[config.mk]
export PLATFORM = sky130hd
export DESIGN_NAME = koopa_ctrl
export DESIGN_NICKNAME = d
export VERILOG_FILES = /design/src/rtl/koopa_ctrl_pkg.sv /design/src/rtl/koopa_ctrl_toggle_detect.sv /design/src/rtl/koopa_ctrl.sv
export SDC_FILE = /design/constraint.sdc
export NUM_CORES = 1
export LEC_CHECK = 0
export CAP_MARGIN = 20
export CORE_MARGIN = 2
export CORE_UTILIZATION = 65
export CTS_CLUSTER_DIAMETER = 100
export DETAILED_ROUTE_END_ITERATION = 12
export DONT_BUFFER_PORTS = 1
export GPL_TIMING_DRIVEN = 0
export PLACE_DENSITY = 0.84
export SYNTH_ARGS = -nofsm -noshare
export SYNTH_HDL_FRONTEND = slang
export SYNTH_SLANG_ARGS = --single-unit
[constraint.sdc]
create_clock -name clk -period 4 [get_ports clk]
set_clock_uncertainty 0.15 [all_clocks]
set_input_delay 0.8 -clock clk [delete_from_list [all_inputs] [get_ports clk]]
set_output_delay 0.8 -clock clk [all_outputs]
set_load 0.02 [all_outputs]
[src/rtl/koopa_ctrl_pkg.sv]
// -----------------------------------------------------------------------------
// koopa_ctrl_pkg
// Shared definitions for the koopa enemy controller:
//   - shell FSM state encoding (WALK/SHELL/SLIDE/REVIVE)
//   - default sprite id constants
//   - event vector layout used by the toggle detectors
//   - object lookup (sprite id -> width/height) used by the renderer and
//     the collision engine
// -----------------------------------------------------------------------------
package koopa_ctrl_pkg;

    typedef enum logic [1:0] {
        ST_WALK   = 2'b00,
        ST_SHELL  = 2'b01,
        ST_SLIDE  = 2'b10,
        ST_REVIVE = 2'b11
    } koopa_state_e;

    localparam int unsigned DEF_ID_WALK0_BASE = 32;
    localparam int unsigned DEF_ID_WALK1_BASE = 34;
    localparam int unsigned DEF_ID_SHELL_BASE = 21;
    localparam int unsigned DEF_ID_NULL       = 63;

    // Bit positions in the event vector produced by the toggle detectors.
    localparam int N_EVT     = 3;
    localparam int EVT_ANIM  = 0;
    localparam int EVT_COL   = 1;
    localparam int EVT_PRESS = 2;

    typedef struct packed {
        logic [10:0] w;
        logic [10:0] h;
    } obj_size_t;

    // Object table: the null sprite has no extent, the walking sprites are
    // taller than one tile, everything else (shell frames) is a 16x16 tile.
    function automatic obj_size_t object_size(input logic [5:0] obj_id);
        obj_size_t sz;
        sz.w = 11'd16;
        sz.h = 11'd16;
        if (obj_id == 6'd63) begin
            sz.w = 11'd0;
            sz.h = 11'd0;
        end else if (obj_id >= 6'd32 && obj_id <= 6'd41) begin
            sz.h = 11'd24;
        end
        return sz;
    endfunction

endpackage

[src/rtl/koopa_ctrl_toggle_detect.sv]
// -----------------------------------------------------------------------------
// koopa_ctrl_toggle_detect
// Armed level-change detector for toggle-style inputs. The first clock after
// reset only captures the input level (arming); afterwards every level change
// raises evt_o for the cycle in which the change is visible.
// Ports:
//   clk    in  system clock
//   rst    in  asynchronous reset, active high
//   sig_i  in  toggle input
//   evt_o  out one-cycle event, combinational from pre_q / armed_q and sig_i
// -----------------------------------------------------------------------------
module koopa_ctrl_toggle_detect (
    input  logic clk,
    input  logic rst,
    input  logic sig_i,
    output logic evt_o
);

    logic pre_q;
    logic armed_q;

    always_ff @(posedge clk or posedge rst) begin
        if (rst) begin
            pre_q   <= 1'b0;
            armed_q <= 1'b0;
        end else begin
            pre_q   <= sig_i;
            armed_q <= 1'b1;
        end
    end

    assign evt_o = armed_q & (pre_q ^ sig_i);

endmodule

[src/rtl/koopa_ctrl.sv]
// -----------------------------------------------------------------------------
// koopa_ctrl
// Turtle/koopa enemy controller with a four-state shell FSM
// (WALK -> SHELL -> SLIDE / REVIVE -> WALK). Produces the sprite id and the
// sprite size for the renderer and the collision engine.
// Ports:
//   clk                 in   system clock
//   rstn                in   asynchronous reset, ACTIVE HIGH despite the name
//   clk_walk_anim       in   toggle; each level change is one anim tick
//   initial_show        in   1 = enemy visible and active
//   collapsion_impulse  in   toggle; change = wall/enemy collision
//   press_impulse       in   toggle; change = stomped by player
//   kick_dir            in   heading given to the shell on a kick
//   id                  out  sprite id (ID_NULL while hidden)
//   oriental            out  0 = right, 1 = left
//   w, h                out  sprite size from the object table
//   shell               out  1 when state != WALK
//   sliding             out  1 when state == SLIDE
//   state               out  raw FSM state encoding
// -----------------------------------------------------------------------------
module koopa_ctrl
    import koopa_ctrl_pkg::*;
#(
    parameter int unsigned N_WALK_FRAMES = 2,
    parameter int unsigned REVIVE_TICKS  = 8,
    parameter int unsigned WOBBLE_TICKS  = 4,
    parameter bit          SLIDE_EN      = 1'b1,
    parameter int unsigned ID_WALK0_BASE = DEF_ID_WALK0_BASE,
    parameter int unsigned ID_WALK1_BASE = DEF_ID_WALK1_BASE,
    parameter int unsigned ID_SHELL_BASE = DEF_ID_SHELL_BASE,
    parameter int unsigned ID_NULL       = DEF_ID_NULL
) (
    input  logic        clk,
    input  logic        rstn,
    input  logic        clk_walk_anim,
    input  logic        initial_show,
    input  logic        collapsion_impulse,
    input  logic        press_impulse,
    input  logic        kick_dir,
    output logic [5:0]  id,
    output logic        oriental,
    output logic [10:0] w,
    output logic [10:0] h,
    output logic        shell,
    output logic        sliding,
    output logic [1:0]  state
);

    localparam logic [2:0] WALK_LAST   = 3'(N_WALK_FRAMES - 1);
    localparam logic [7:0] REVIVE_LAST = 8'(REVIVE_TICKS - 1);
    localparam logic [7:0] WOBBLE_LAST = 8'(WOBBLE_TICKS - 1);

    // ------------------------------------------------------------------
    // Event detection
    // ------------------------------------------------------------------
    logic [N_EVT-1:0] impulse_raw;
    logic [N_EVT-1:0] evt;

    assign impulse_raw[EVT_ANIM]  = clk_walk_anim;
    assign impulse_raw[EVT_COL]   = collapsion_impulse;
    assign impulse_raw[EVT_PRESS] = press_impulse;

    generate
        for (genvar gi = 0; gi < N_EVT; gi++) begin : g_det
            koopa_ctrl_toggle_detect u_det (
                .clk   (clk),
                .rst   (rstn),
                .sig_i (impulse_raw[gi]),
                .evt_o (evt[gi])
            );
        end
    endgenerate

    // The detectors keep tracking while hidden, so gating here discards any
    // toggle seen while hidden instead of replaying it on reappearance.
    logic ev_tick;
    logic ev_col;
    logic ev_press;

    assign ev_tick  = initial_show & evt[EVT_ANIM];
    assign ev_col   = initial_show & evt[EVT_COL];
    assign ev_press = initial_show & evt[EVT_PRESS];

    // ------------------------------------------------------------------
    // State registers
    // ------------------------------------------------------------------
    koopa_state_e state_q, state_d;
    logic         ori_q, ori_d;
    logic [2:0]   walk_frame_q, walk_frame_d;
    logic [1:0]   shell_frame_q, shell_frame_d;
    logic [7:0]   tick_cnt_q, tick_cnt_d;

    always_ff @(posedge clk or posedge rstn) begin
        if (rstn) begin
            state_q       <= ST_WALK;
            ori_q         <= 1'b1;
            walk_frame_q  <= 3'd0;
            shell_frame_q <= 2'd0;
            tick_cnt_q    <= 8'd0;
        end else begin
            state_q       <= state_d;
            ori_q         <= ori_d;
            walk_frame_q  <= walk_frame_d;
            shell_frame_q <= shell_frame_d;
            tick_cnt_q    <= tick_cnt_d;
        end
    end

    // ------------------------------------------------------------------
    // Next-state logic. A press always wins over a tick in the same cycle;
    // collisions are only honoured in WALK and SLIDE.
    // ------------------------------------------------------------------
    always_comb begin
        state_d       = state_q;
        ori_d         = ori_q;
        walk_frame_d  = walk_frame_q;
        shell_frame_d = shell_frame_q;
        tick_cnt_d    = tick_cnt_q;

        case (state_q)
            ST_WALK: begin
                if (ev_col) begin
                    ori_d = ~ori_q;
                end
                if (ev_press) begin
                    state_d    = ST_SHELL;
                    tick_cnt_d = 8'd0;
                end else if (ev_tick) begin
                    walk_frame_d = (walk_frame_q >= WALK_LAST) ? 3'd0 : walk_frame_q + 3'd1;
                end
            end

            ST_SHELL: begin
                // Kick heading replaces the orientation outright, so a
                // coincident collision has no effect here.
                if (ev_press && SLIDE_EN) begin
                    state_d       = ST_SLIDE;
                    ori_d         = kick_dir;
                    shell_frame_d = 2'd0;
                end else if (ev_tick) begin
                    if (tick_cnt_q >= REVIVE_LAST) begin
                        state_d    = ST_REVIVE;
                        tick_cnt_d = 8'd0;
                    end else begin
                        tick_cnt_d = tick_cnt_q + 8'd1;
                    end
                end
            end

            ST_SLIDE: begin
                if (ev_col) begin
                    ori_d = ~ori_q;
                end
                if (ev_press) begin
                    state_d    = ST_SHELL;
                    tick_cnt_d = 8'd0;
                end else if (ev_tick) begin
                    shell_frame_d = shell_frame_q + 2'd1;
                end
            end

            ST_REVIVE: begin
                if (ev_press) begin
                    state_d    = ST_SHELL;
                    tick_cnt_d = 8'd0;
                end else if (ev_tick) begin
                    shell_frame_d[0] = ~shell_frame_q[0];
                    if (tick_cnt_q >= WOBBLE_LAST) begin
                        state_d      = ST_WALK;
                        walk_frame_d = 3'd0;
                        tick_cnt_d   = 8'd0;
                    end else begin
                        tick_cnt_d = tick_cnt_q + 8'd1;
                    end
                end
            end

            default: ;
        endcase
    end

    // ------------------------------------------------------------------
    // Outputs
    // ------------------------------------------------------------------
    logic [5:0] id_vis;

    always_comb begin
        id_vis = 6'(ID_SHELL_BASE);
        case (state_q)
            ST_WALK:   id_vis = (ori_q ? 6'(ID_WALK1_BASE) : 6'(ID_WALK0_BASE))
                                + {3'b000, walk_frame_q};
            ST_SHELL:  id_vis = 6'(ID_SHELL_BASE);
            ST_SLIDE:  id_vis = 6'(ID_SHELL_BASE) + {4'b0000, shell_frame_q};
            ST_REVIVE: id_vis = 6'(ID_SHELL_BASE) + {5'b00000, shell_frame_q[0]};
            default: ;
        endcase
    end

    obj_size_t obj_sz;

    assign id       = initial_show ? id_vis : 6'(ID_NULL);
    assign obj_sz   = object_size(id);
    assign w        = obj_sz.w;
    assign h        = obj_sz.h;
    assign oriental = ori_q;
    assign shell    = (state_q != ST_WALK);
    assign sliding  = (state_q == ST_SLIDE);
    assign state    = state_q;

endmodule

==> out/metrics.yaml, run 1 <==
clock_tree:
  clk_latency_ns: 0.30
  cts_buffer_depth: 2
  hold_buffers: 0
  cts_setup_buffers: 0
  cts_root_buf: "clkbuf_4"
  tritoncts: "built"
  cts_resized: 0
  path_clk_slew_ns: 0.11
  cts_max_level: 1
  clkSinkCount: 20
  numCtsBuffers: 3
floorplanning:
  fp-row-count: 17
  fp.coreArea_um2: 2170
  die_w_um: 51.3
  die_area_um2: 2630
  die_h_um: 51.3
  start_util_pct: 67.0
  io_pins: 40
drt:
  drt-vias-per-instance: 5.65
  wl_mm: 2.88
  drc: 0
  ant_nets: 0
  first_pass_iters: 5
  wl_per_cell_um: 13.6
  first_iter_violations: 33
  num_vias: 1192
outcome:
  status: "finished, final reports clean"
critical_path:
  cp-end-kind: "output pin"
  path_max_fanout: 4
  worstPathArrival_ns: 2.40
  crit_required_ns: 3.05
  path_class: "reg -> out"
  start_kind: "flip-flop"
cells_and_area:
  final_nets: 197
  syn_to_final_growth_pct: 8.87
  num-fill-cells: 174
  layout_common_cells: "buf_4, conb_1, dfrtp_1, nand2_1, inv_1"
  final_util_pct: 72.9
  diodes: 0
  fin_cells: 211
  final_layout_size_suffix_gt1_share_pct: 19.1
yosys:
  netlist_instances: 161
  async_reset_ff_share_pct: 100
  synth.top_cells.by_area: "dfrtp_1, buf_4, ha_1"
  synth_ff_type: "dfrtp_1"
  yosys.cell_types.count: 48
  yosysTopAreaCellShare_pct: 32.7
  yosysWarnings: 0
  synth_edf_count: 0
  syn-cell-area_um2: 1450
  ys_seq_area_share_pct: 34.5
  synth_top_area_cell: "dfrtp_1"
  ys_ff_latch: 20
  avgSynthCellArea_um2: 9.02
placed_design:
  hpwl_mm: 2.22
  gp_congestion: 0.874
  placed_cells: 207
  portBuffers: 0
sta:
  setup_violations: 0
  maxSlewViolCount: 0
  finalHoldViolCount: 0
  period_needed_ns: 3.35
  finalCritPeriodShare_pct: 83.6
  tightest_slew_ns: 0.759
  fmax_mhz: 299
  rsz0062_at_grt: "false"
  tns_ns: 0
  slew_headroom_pct: 49.3
power:
  peakVddDrop_mv: 0.359
  cellLeakagePower_nw: 0.783
  powerDensity_nw_per_um2: 530
  fin_total_pwr_mw: 0.838
global_route:
  grtUsageTotal_pct: 23.5
  grt_pass1_wl_mm: 4.68
  globalRouteOverflowTotal: 0
  grt_pass1_vias: 1127
  grt_antenna_before_repair: 0
  grt_max_degree: 21
flow_run:
  cap_violations: 0
worst_hold_path:
  hold_path.class: "in -> async"
[cell type report]
cell class | instances | area, um^2 | share of cell area, %
multi-input cells | 121 | 774 | 49.0
inverters | 10 | 37.5 | 2.37
flip-flops and latches | 20 | 502 | 31.7
well taps | 28 | 35.0 | 2.22
clock buffers | 4 | 26.3 | 1.66
plain buffers | 28 | 206 | 13.1
[flip-flops by register name, indices dropped and copies added (netlist names)]
register,cells
walk_frame_q,3
shell_frame_q,2
g_det.u_det.armed_q,1
state,2
tick_cnt_q,8
g_det.u_det.pre_q,3
oriental,1
[routing by layer]
metal | global-route usage [%] | part of all wire, % | vias to the layer above
li1 | - | - | 572
met1 | 27.2 | 39 | 557
met2 | 42.9 | 53 | 56
met3 | 2.92 | 5.9 | 7
met4 | 11.0 | 1.6 | 0
met5 | 0 | 0 | -
[cell families (layout without fill, tap and decap cells)]
group,after synthesis,count (layout),share of synthesized area [%]
buffers and inverters,38,42,16.8
other,2,20,0.517
AND/OR/NAND/NOR,50,50,18.9
multiplexers,4,4,2.76
flip-flops,20,20,34.5
AO/OA/AOI/OAI,34,34,17.0
XOR/XNOR,6,6,3.62
adder cells (fa/ha/maj),7,7,5.86
[through the flow]
| stage | instance area, um^2 | setup WS, ns | hold WS, ns |
|---|---|---|---|
| 5_1_grt | 1580 | 0.547 | 0.352 |
| 2_1_floorplan | 1520 | 1.13 | 0.339 |
| 3_5_place_dp | 1560 | 0.978 | 0.365 |
| 3_3_place_gp | 1560 | 1.04 | 0.369 |
| 4_1_cts | 1580 | 0.644 | 0.364 |
| 6_report | 1580 | 0.654 | 0.359 |
[Yosys cell counts, types with 2 or more instances]
cell type	n
a21o_1	2
a31oi_1	4
buf_4	20
xor2_1	2
conb_1	2
and2_1	3
mux2i_1	4
nand4_1	2
clkbuf_1	2
nand3_1	7
o22ai_1	2
nor2_1	9
o21ai_0	5
a22o_1	3
and3_1	2
nor4_1	2
nand2_1	10
buf_6	3
o211ai_1	2
or3_1	2
a21oi_1	6
nor3_1	5
buf_2	2
inv_1	10
xnor2_1	4
ha_1	6
dfrtp_1	19
[critical path, stage by stage (launching register included)]
cell,delay (ns)
dfstp_2,0.65
ha_1,0.27
mux2i_1,0.14
o211ai_1,0.24
or3_1,0.39
a21oi_1,0.42
[where the power goes]
group          switching, mW  internal (mW)  total [mW]
registers             0.0553          0.243       0.298
clock network         0.0594         0.0388      0.0983
logic                  0.264          0.177       0.442
total                  0.379          0.458       0.838
[final timing paths]
kind	from	end	slack (ns)	cells after the start
worst min-delay path	rstn	shell_frame_q[1]	0.36	1
max in group asynchronous	rstn	tick_cnt_q[0]	2.86	1
worst max register to register	tick_cnt_q[6]	state[1]	1.88	4
worst min register to register	tick_cnt_q[4]	tick_cnt_q[4]	0.39	2
min in group clk	collapsion_impulse	g_det[1].u_det.pre_q	0.37	0
worst max-delay path	oriental	h[3]	0.65	5
No activity file was read; power rests on OpenSTA's default activity.
==> inputs of run 2 (changes only) <==
--- a/config.mk
+++ b/config.mk
@@ -7,12 +7,12 @@
 export LEC_CHECK = 0
 export CAP_MARGIN = 20
 export CORE_MARGIN = 2
-export CORE_UTILIZATION = 65
+export CORE_UTILIZATION = 56
 export CTS_CLUSTER_DIAMETER = 100
 export DETAILED_ROUTE_END_ITERATION = 12
 export DONT_BUFFER_PORTS = 1
 export GPL_TIMING_DRIVEN = 0
-export PLACE_DENSITY = 0.84
+export PLACE_DENSITY = 0.77
 export SYNTH_ARGS = -nofsm -noshare
 export SYNTH_HDL_FRONTEND = slang
 export SYNTH_SLANG_ARGS = --single-unit
==> constraint.sdc (replaced) <==
create_clock -name clk -period 2.9 [get_ports clk]
set_clock_uncertainty 0.15 [all_clocks]
set_input_delay 0.58 -clock clk [delete_from_list [all_inputs] [get_ports clk]]
set_output_delay 0.58 -clock clk [all_outputs]
set_load 0.02 [all_outputs]
==> out/metrics.yaml, run 2 (synthesis gave the netlist of run 1 again) <==
power:
  powerDensity_nw_per_um2: 737
  peakVddDrop_mv: 0.499
  cellLeakagePower_nw: 0.791
critical_path:
  crit_family: "flip-flops"
  crit_required_ns: 2.17
  cp-end-kind: "output pin"
  path_max_fanout: 4
  start_kind: "flip-flop"
  crit_path_top_delay_cell: "dfstp_2"
  worst-path-buf-inv: 0
  worst_path_largest_cell_delay_ns: 0.66
  worstPathArrival_ns: 2.18
  path_class: "reg -> out"
  cp_cell_sequence: "ha_4 > mux2i_1 > o211ai_1 > or3_4 > a21oi_4"
clock_tree:
  cts_setup_buffers: 0
  cts_root_buf: "clkbuf_4"
  cts_buffer_depth: 2
  path_clk_slew_ns: 0.12
  numCtsBuffers: 3
  tritoncts: "built"
  hold_buffers: 0
  clk_latency_ns: 0.30
  clkSinkCount: 20
  cts_max_level: 1
cells_and_area:
  reg_top3: "tick_cnt_q x8, g_det.u_det.pre_q x3, walk_frame_q x3"
  final_util_pct: 65.5
  regMostFlops: "tick_cnt_q"
  fin_cells: 213
  design_area_um2: 1620
  layout_common_cells: "buf_4, conb_1, dfrtp_1, nand2_1, inv_1"
  final_nets: 197
  final_layout_size_suffix_gt1_share_pct: 21.3
  syn_to_final_growth_pct: 11.7
  diodes: 0
  largest_reg_flops: 8
floorplanning:
  io_pins: 40
  die_w_um: 54.9
  fp-row-count: 18
  die_area_um2: 3020
  start_util_pct: 58.6
  fp.coreArea_um2: 2480
  die_h_um: 54.9
drt:
  wl_mm: 2.92
  drc: 0
  ant_nets: 0
  first_pass_iters: 4
  drt-vias-per-instance: 5.62
  wl_per_cell_um: 13.7
  first_iter_violations: 22
  num_vias: 1196
outcome:
  failed_checks: "negative setup slack"
  status: "finished with violations"
placed_design:
  placed_cells: 209
  gp_congestion: 0.961
  portBuffers: 0
  hpwl_mm: 2.24
  dp_slack_ns: 0.163
  placed_cell_area_um2: 1560
worst_hold_path:
  hold_path.class: "in -> async"
sta:
  timing.hold.ws_ns: 0.120
  setup_violations: 1
  rsz0062_at_grt: "true"
  slew_headroom_pct: 51.4
  maxSlewViolCount: 0
  worst_slack_ns: -0.0150
  fmax_mhz: 343
  finalHoldViolCount: 0
  tightest_slew_ns: 0.728
  finalCritPeriodShare_pct: 101
  period_needed_ns: 2.91
global_route:
  grt_antenna_before_repair: 0
  grt_pass1_vias: 1077
  globalRouteOverflowTotal: 0
  grt_pass1_wl_mm: 4.82
  grtUsageTotal_pct: 22.3
  grt_max_degree: 21
flow_run:
  cap_violations: 0
==> run 2: layer usage <==
metal | wire length (um) | global-route usage (%) | share of wire [%]
met4 | 21 | 8.13 | 0.72
met1 | 1250 | 30.7 | 43
met5 | 0 | 0 | 0
met3 | 188 | 4.03 | 6.4
met2 | 1460 | 35.3 | 50
==> run 2: worst register-to-register path, delay by kind of cell, from the launching register on <==
kind	cells	cell delay [ns]
compound gates	1	0.11
simple gates	3	1.32
flops	1	0.43
==> run 2: path summary, 6_finish.rpt <==
| kind | from | endpoint | slack (ns) | cells past startpoint |
|---|---|---|---|---|
| max reg2reg | tick_cnt_q[6] | state[1] | 0.78 | 4 |
| min in group clk | clk_walk_anim | g_det[0].u_det.pre_q | 0.14 | 0 |
| min | rstn | g_det[0].u_det.pre_q | 0.12 | 1 |
| max | oriental | h[3] | -0.01 | 5 |
| min reg2reg | tick_cnt_q[4] | tick_cnt_q[4] | 0.39 | 2 |
| max in group asynchronous | rstn | state[0] | 2.03 | 1 |
==> run 2: power breakdown <==
group          internal, mW  leakage (nW)  switching, mW
sequential            0.335         0.253         0.0812
combinational         0.250         0.517          0.362
clock                0.0766        0.0210         0.0909
==> run 2: per-stage QoR <==
step	setup TNS (ns)	power [mW]
CTS	-0.0711	1.19
floorplan	0	0.907
global route	-0.119	1.29
finish	-0.0150	1.20
detailed placement	0	1.02
global placement	0	0.985
==> run 2: repair_timing <==
action,in CTS,in global routing
pin swaps,4,2
gates resized for setup,4,1
endpoints found under the setup margin,1,2
==> run 2: cell type report <==
cell class	instances	area (um^2)
Buffer	28	206
Clock buffer	4	36.3
Fill cell	212	855
Inverter	10	37.5
Multi-Input combinational cell	121	803
Sequential cell	20	502
Tap cell	30	37.5
